<file path="config.mk">
export PLATFORM = sky130hd
export DESIGN_NAME = uart_tx_scheduler
export DESIGN_NICKNAME = d
export VERILOG_FILES = /design/src/rtl/uart_pkg.sv /design/src/rtl/uart_tx_serializer.sv /design/src/rtl/uart_tx_scheduler.sv
export SDC_FILE = /design/constraint.sdc
export NUM_CORES = 1
export LEC_CHECK = 0
export ABC_AREA = 1
export BUFFER_PORTS_ARGS = -buffer_cell sky130_fd_sc_hd__buf_4
export CAP_MARGIN = 15
export CORE_UTILIZATION = 35
export DETAILED_ROUTE_END_ITERATION = 6
export PLACE_DENSITY = 0.66
export RECOVER_POWER = 100
export SLEW_MARGIN = 30
export SYNTH_ARGS = -nofsm -noshare
export SYNTH_HDL_FRONTEND = slang
export SYNTH_SLANG_ARGS = --single-unit
</file>
<file path="constraint.sdc">
create_clock -name clk -period 1.5 [get_ports clk]
set_input_delay 0.3 -clock clk [delete_from_list [all_inputs] [get_ports clk]]
set_output_delay 0.3 -clock clk [all_outputs]
set_load 0.01 [all_outputs]
</file>
<file path="src/rtl/uart_pkg.sv">
`default_nettype none
// ============================================================================
// Module   : uart_pkg
// Brief    : Shared types, frame constants and baud helper for the UART TX path.
// Revision : 1.0
// ============================================================================
package uart_pkg;

    typedef enum logic [2:0] {
        IDLE   = 3'd0,
        START  = 3'd1,
        DATA   = 3'd2,
        PARITY = 3'd3,
        STOP   = 3'd4
    } tx_state_t;

    localparam logic START_BIT = 1'b0;
    localparam logic STOP_BIT  = 1'b1;
    localparam int   DATA_BITS = 8;

    function automatic int clks_per_bit(input int clk_freq, input int baud);
        return clk_freq / baud;
    endfunction

endpackage
`default_nettype wire

</file>
<file path="src/rtl/uart_tx_serializer.sv">
`default_nettype none
// ============================================================================
// Module   : uart_tx_serializer
// Brief    : 8N1 frame serialiser; define UART_TX_PARITY_EN for an even parity bit.
// Revision : 1.0
// ============================================================================
module uart_tx_serializer
    import uart_pkg::*;
#(
    parameter int CLKS_PER_BIT = 434
) (
    input  logic       clk,
    input  logic       rst,
    input  logic       load,
    input  logic [7:0] data,
    output logic       tx,
    output logic       idle
);

    localparam int               c_CNT_W    = (CLKS_PER_BIT > 2) ? $clog2(CLKS_PER_BIT) : 1;
    localparam logic [c_CNT_W-1:0] c_CNT_LAST = c_CNT_W'(CLKS_PER_BIT - 1);
    localparam logic [2:0]       c_IDX_LAST = 3'(DATA_BITS - 1);

    tx_state_t          r_state;
    logic [c_CNT_W-1:0] r_cnt;
    logic [2:0]         r_idx;
    logic [7:0]         r_shift;
    logic               r_tx;
`ifdef UART_TX_PARITY_EN
    logic               r_parity;
`endif

    always_ff @(posedge clk or posedge rst) begin
        if (rst) begin
            r_state  <= IDLE;
            r_cnt    <= '0;
            r_idx    <= '0;
            r_shift  <= '0;
            r_tx     <= STOP_BIT;
`ifdef UART_TX_PARITY_EN
            r_parity <= 1'b0;
`endif
        end else begin
            case (r_state)
                IDLE: begin
                    if (load) begin
                        r_shift  <= data;
                        r_cnt    <= '0;
                        r_idx    <= '0;
                        r_tx     <= START_BIT;
                        r_state  <= START;
`ifdef UART_TX_PARITY_EN
                        r_parity <= ^data;
`endif
                    end
                end
                START: begin
                    if (r_cnt == c_CNT_LAST) begin
                        r_cnt   <= '0;
                        r_tx    <= r_shift[0];
                        r_state <= DATA;
                    end else begin
                        r_cnt <= r_cnt + 1'b1;
                    end
                end
                DATA: begin
                    if (r_cnt == c_CNT_LAST) begin
                        r_cnt <= '0;
                        if (r_idx == c_IDX_LAST) begin
`ifdef UART_TX_PARITY_EN
                            r_tx    <= r_parity;
                            r_state <= PARITY;
`else
                            r_tx    <= STOP_BIT;
                            r_state <= STOP;
`endif
                        end else begin
                            // The next bit is presented as the shift advances
                            r_idx   <= r_idx + 1'b1;
                            r_shift <= {1'b0, r_shift[7:1]};
                            r_tx    <= r_shift[1];
                        end
                    end else begin
                        r_cnt <= r_cnt + 1'b1;
                    end
                end
`ifdef UART_TX_PARITY_EN
                PARITY: begin
                    if (r_cnt == c_CNT_LAST) begin
                        r_cnt   <= '0;
                        r_tx    <= STOP_BIT;
                        r_state <= STOP;
                    end else begin
                        r_cnt <= r_cnt + 1'b1;
                    end
                end
`endif
                STOP: begin
                    if (r_cnt == c_CNT_LAST) begin
                        r_cnt   <= '0;
                        r_state <= IDLE;
                    end else begin
                        r_cnt <= r_cnt + 1'b1;
                    end
                end
                default: begin
                    r_tx    <= STOP_BIT;
                    r_state <= IDLE;
                end
            endcase
        end
    end

    assign tx   = r_tx;
    assign idle = (r_state == IDLE);

endmodule
`default_nettype wire

</file>
<file path="src/rtl/uart_tx_scheduler.sv">
`default_nettype none
// ============================================================================
// Module   : uart_tx_scheduler
// Brief    : Round-robin sharing of one UART TX pin among NUM_REQ byte sources.
//            Parity option selected by macro UART_TX_PARITY_EN.
// Revision : 1.0
// ============================================================================
module uart_tx_scheduler
    import uart_pkg::*;
#(
    parameter int NUM_REQ  = 2,
    parameter int CLK_FREQ = 50_000_000,
    parameter int BAUD     = 115_200
) (
    input  logic                       clk,
    input  logic                       rst,
    input  logic [NUM_REQ-1:0]         req_valid,
    input  logic [8*NUM_REQ-1:0]       req_data,
    output logic [NUM_REQ-1:0]         req_ready,
    output logic                       tx,
    output logic                       busy,
    output logic [$clog2(NUM_REQ)-1:0] grant_id
);

    localparam int c_ID_W         = $clog2(NUM_REQ);
    localparam int c_CLKS_PER_BIT = clks_per_bit(CLK_FREQ, BAUD);

    logic [c_ID_W-1:0] r_rr_ptr;
    logic [c_ID_W-1:0] r_grant_id;
    logic [c_ID_W-1:0] w_winner;
    logic              w_found;
    logic              w_idle;
    logic              w_load;
    logic [7:0]        w_data;

    // Search starts just after the last winner so every source gets a turn
    always_comb begin
        int idx;
        idx      = 0;
        w_found  = 1'b0;
        w_winner = '0;
        for (int k = 1; k <= NUM_REQ; k++) begin
            idx = int'(r_rr_ptr) + k;
            if (idx >= NUM_REQ) begin
                idx = idx - NUM_REQ;
            end
            if (!w_found && req_valid[idx]) begin
                w_found  = 1'b1;
                w_winner = c_ID_W'(idx);
            end
        end
    end

    assign w_load = w_idle & w_found;
    assign w_data = req_data[{w_winner, 3'b000} +: 8];

    always_comb begin
        req_ready = '0;
        if (w_load) begin
            req_ready[w_winner] = 1'b1;
        end
    end

    always_ff @(posedge clk or posedge rst) begin
        if (rst) begin
            r_rr_ptr   <= c_ID_W'(NUM_REQ - 1);
            r_grant_id <= '0;
        end else if (w_load) begin
            r_rr_ptr   <= w_winner;
            r_grant_id <= w_winner;
        end
    end

    uart_tx_serializer #(
        .CLKS_PER_BIT(c_CLKS_PER_BIT)
    ) u_serializer (
        .clk (clk),
        .rst (rst),
        .load(w_load),
        .data(w_data),
        .tx  (tx),
        .idle(w_idle)
    );

    assign busy     = ~w_idle;
    assign grant_id = r_grant_id;

endmodule
`default_nettype wire

</file>
==> metrics.yaml <==
hold_path:
  min_path_type: "primary input to async pin"
global_routing:
  track_usage_pct: 15.78
  overflow: 0
  antenna_found_initial: 0
  grt_pass1_wl_um: 6575
  grt_pass1_vias: 1540
  grt_max_degree: 27
power:
  powerDensity_nw_per_um2: 1716
  p_leak_nw: 1.200
  p_clk_share_pct: 10.5
  p_sw_mw: 1.722
  ir_worst_vdd_v: 0.0007642
  cellInternalPower_mw: 2.084
  power_frac_comb_pct: 57.0
  sw_frac_of_total_pct: 45.25
  p_seq_share_pct: 32.6
clocking:
  clk_pin_slew_ns: 0.09
  cts_sinks: 26
  cts_tree: "done"
  cts_buffers: 3
  hold_buffers: 0
  cts.path.max_buffers: 2
  cts-root-buf: "clkbuf_8"
  htreeDepth: 1
  clk_latency_ns: 0.26
setup_path:
  cp-start-kind: "flop"
  cp-end-kind: "output port"
  critPathKind: "flop to output port"
  critical_path_arrival_ns: 1.27
  cp.required_ns: 1.20
  path_max_fanout: 4
sta:
  slew_headroom_pct: 55.62
  hold_slack_ns: 0.2041
  setup_viol: 1
  post-route-period-util_pct: 104.5
  fin_setup_tns_ns: -0.06790
  tightestPinTransition_ns: 0.6656
  hold_viol: 0
  fmax_ghz: 0.6378
  rsz0062_at_grt: "true"
  worst_slack_ns: -0.06790
  fin_crit_ns: 1.568
  finClkSkew_ns: 0.002070
  maxSlewViolCount: 0
floorplan:
  die_w_um: 72.49
  chipHeight_um: 72.49
  ios: 25
  initial_utilization_pct: 36.58
  rows: 25
  die_area_sq_um: 5255
  core_sq_um: 4755
finish:
  drive_gt1_share_pct: 31.43
  nets: 305
  diodes: 0
  fin_util_pct: 46.66
  fin_area_sq_um: 2218
  areaGrowthSynthToFinish_pct: 27.55
drt:
  viasPerCell: 4.527
  drtIter0Drc: 80
  drc_errors: 0
  ant_nets: 0
  vias: 1571
  drt-total-wl_um: 3721
  wl_met2_um: 1831
  wl_met3_um: 60
  avgRoutedWirePerCell_um: 10.72
  wl_met1_um: 1779
  drt-pass1-iter-count: 4
  top_layer: "met4"
flow_run:
  cap_viol_max_count: 0
yosys:
  synthFlopType: "dfrtp_1"
  synth_commonest_cells: "nand2_1 (80), inv_1 (29), nand3_1 (29)"
  async_flop_share_pct: 100.0
  synth_top_area_share_pct: 34.53
  ys_seq_area_share_pct: 37.55
  syn_avg_cell_area_sq_um: 7.464
  synth_cell_type_count: 27
  ys_seq_elements: 26
  yosys.area.top_type: "dfrtp_1"
  synth_area_leaders: "dfrtp_1 (35%), nand2_1 (17%), nand3_1 (8.3%), inv_1 (6.3%), nand2_2 (3.6%)"
  yosys_warnings: 0
  syn_inst: 233
  synth_edf_count: 0
  synth.most_common_cell: "nand2_1"
  syn_area_sq_um: 1739
  synth_fp_nets: 257
status:
  violations: "setup timing"
  outcome: "complete, but fails checks"
place:
  gp_congestion: 0.8198
  post-place-ws_ns: 0.001468
  port_buffers: 24
  place_area_sq_um: 2022
  hpwl_um: 2586
[state kept, by name (all words and copies together), names as in the netlist]
register	flops
grant_id	1
u_serializer.r_idx	3
u_serializer.r_shift	8
u_serializer.tx	1
u_serializer.r_state	3
r_rr_ptr	1
u_serializer.r_cnt	9
[path summary, 6_finish.rpt]
check | startpoint | endpoint | slack [ns] | depth (start not counted)
max | u_serializer.r_state[2] | req_ready[0] | -0.07 | 6
min | rst | u_serializer.r_shift[5] | 0.20 | 3
max reg2reg | u_serializer.r_cnt[1] | u_serializer.r_shift[4] | 0.06 | 9
min reg2reg | u_serializer.tx | u_serializer.tx | 0.46 | 2
max in group asynchronous | rst | u_serializer.r_cnt[7] | 0.87 | 3
min in group clk | req_data[15] | u_serializer.r_shift[7] | 0.38 | 5
[metrics by stage]
stage	total power [mW]	cells
finish	3.807	347
CTS	3.710	341
detailed placement	3.118	328
floorplan	2.693	233
global route	4.171	347
global placement	3.092	328
[metal layers]
metal,track usage (%),up-vias
met4,5.011,0
met1,20.37,726
met2,27.00,9
met3,2.500,6
met5,0,-
li1,-,830
[cells in the final DEF, fill, tap and decap left out]
master	instances
inv_1	28
a21oi_1	1
clkinv_4	2
nand2_4	5
or2_2	2
xor2_1	1
inv_2	2
dfstp_2	2
nand2_1	76
nand2_8	3
nand4_1	6
clkbuf_8	3
clkbuf_2	1
nand3b_1	6
nand2_2	12
dfrtp_1	24
nor2_2	4
ha_1	3
o21ai_1	1
nor2_1	6
o21ai_0	7
nand3_1	29
buf_12	1
clkbuf_1	3
nor2_4	4
ha_2	1
clkbuf_4	2
o22ai_1	1
o21ai_2	3
nand3_2	1
buf_4	40
[timing repair]
action | in CTS | in global routing
cloned | 0 | 1
gates resized for setup | 5 | 11
buffers inserted | 9 | 5
pin swaps | 1 | 3
endpoints found under the setup margin | 6 | 23
[worst max-delay path, stage by stage, from the launching register on]
cell	delay [ns]
dfrtp_1	0.42
nor2_4	0.15
nand2_4	0.08
nor2_4	0.11
clkinv_4	0.06
nor2_2	0.07
buf_4	0.12
[power by group through the flow]
stage / combinational [mW] / clock (mW) / sequential (mW)
floorplan: 1.46 / 0 / 1.23
global placement: 1.83 / 0 / 1.26
detailed placement: 1.85 / 0 / 1.27
CTS: 2.06 / 0.418 / 1.24
global route: 2.44 / 0.453 / 1.28
finish: 2.17 / 0.399 / 1.24
[final cells by class]
type                            instances  area, sq um
Sequential cell                        26        653.1
Inverter                               32        130.1
Multi-Input combinational cell        172        958.4
Timing Repair Buffer                   46        347.8
Tap cell                               67        83.83
Clock buffer                            4        45.04
Fill cell                             487         2536
[kinds of logic (layout without fill, tap and decap cells)]
kind of cell	count (synthesis)	in the layout	synth area share, %
simple gates	153	154	44.89
compound gates	13	13	4.461
fa+ha+maj	4	4	2.878
xor+xnor	1	1	0.5037
flops	26	26	37.55
buf+inv	36	82	9.712
Note: power is estimated with default switching activity, not from simulation.
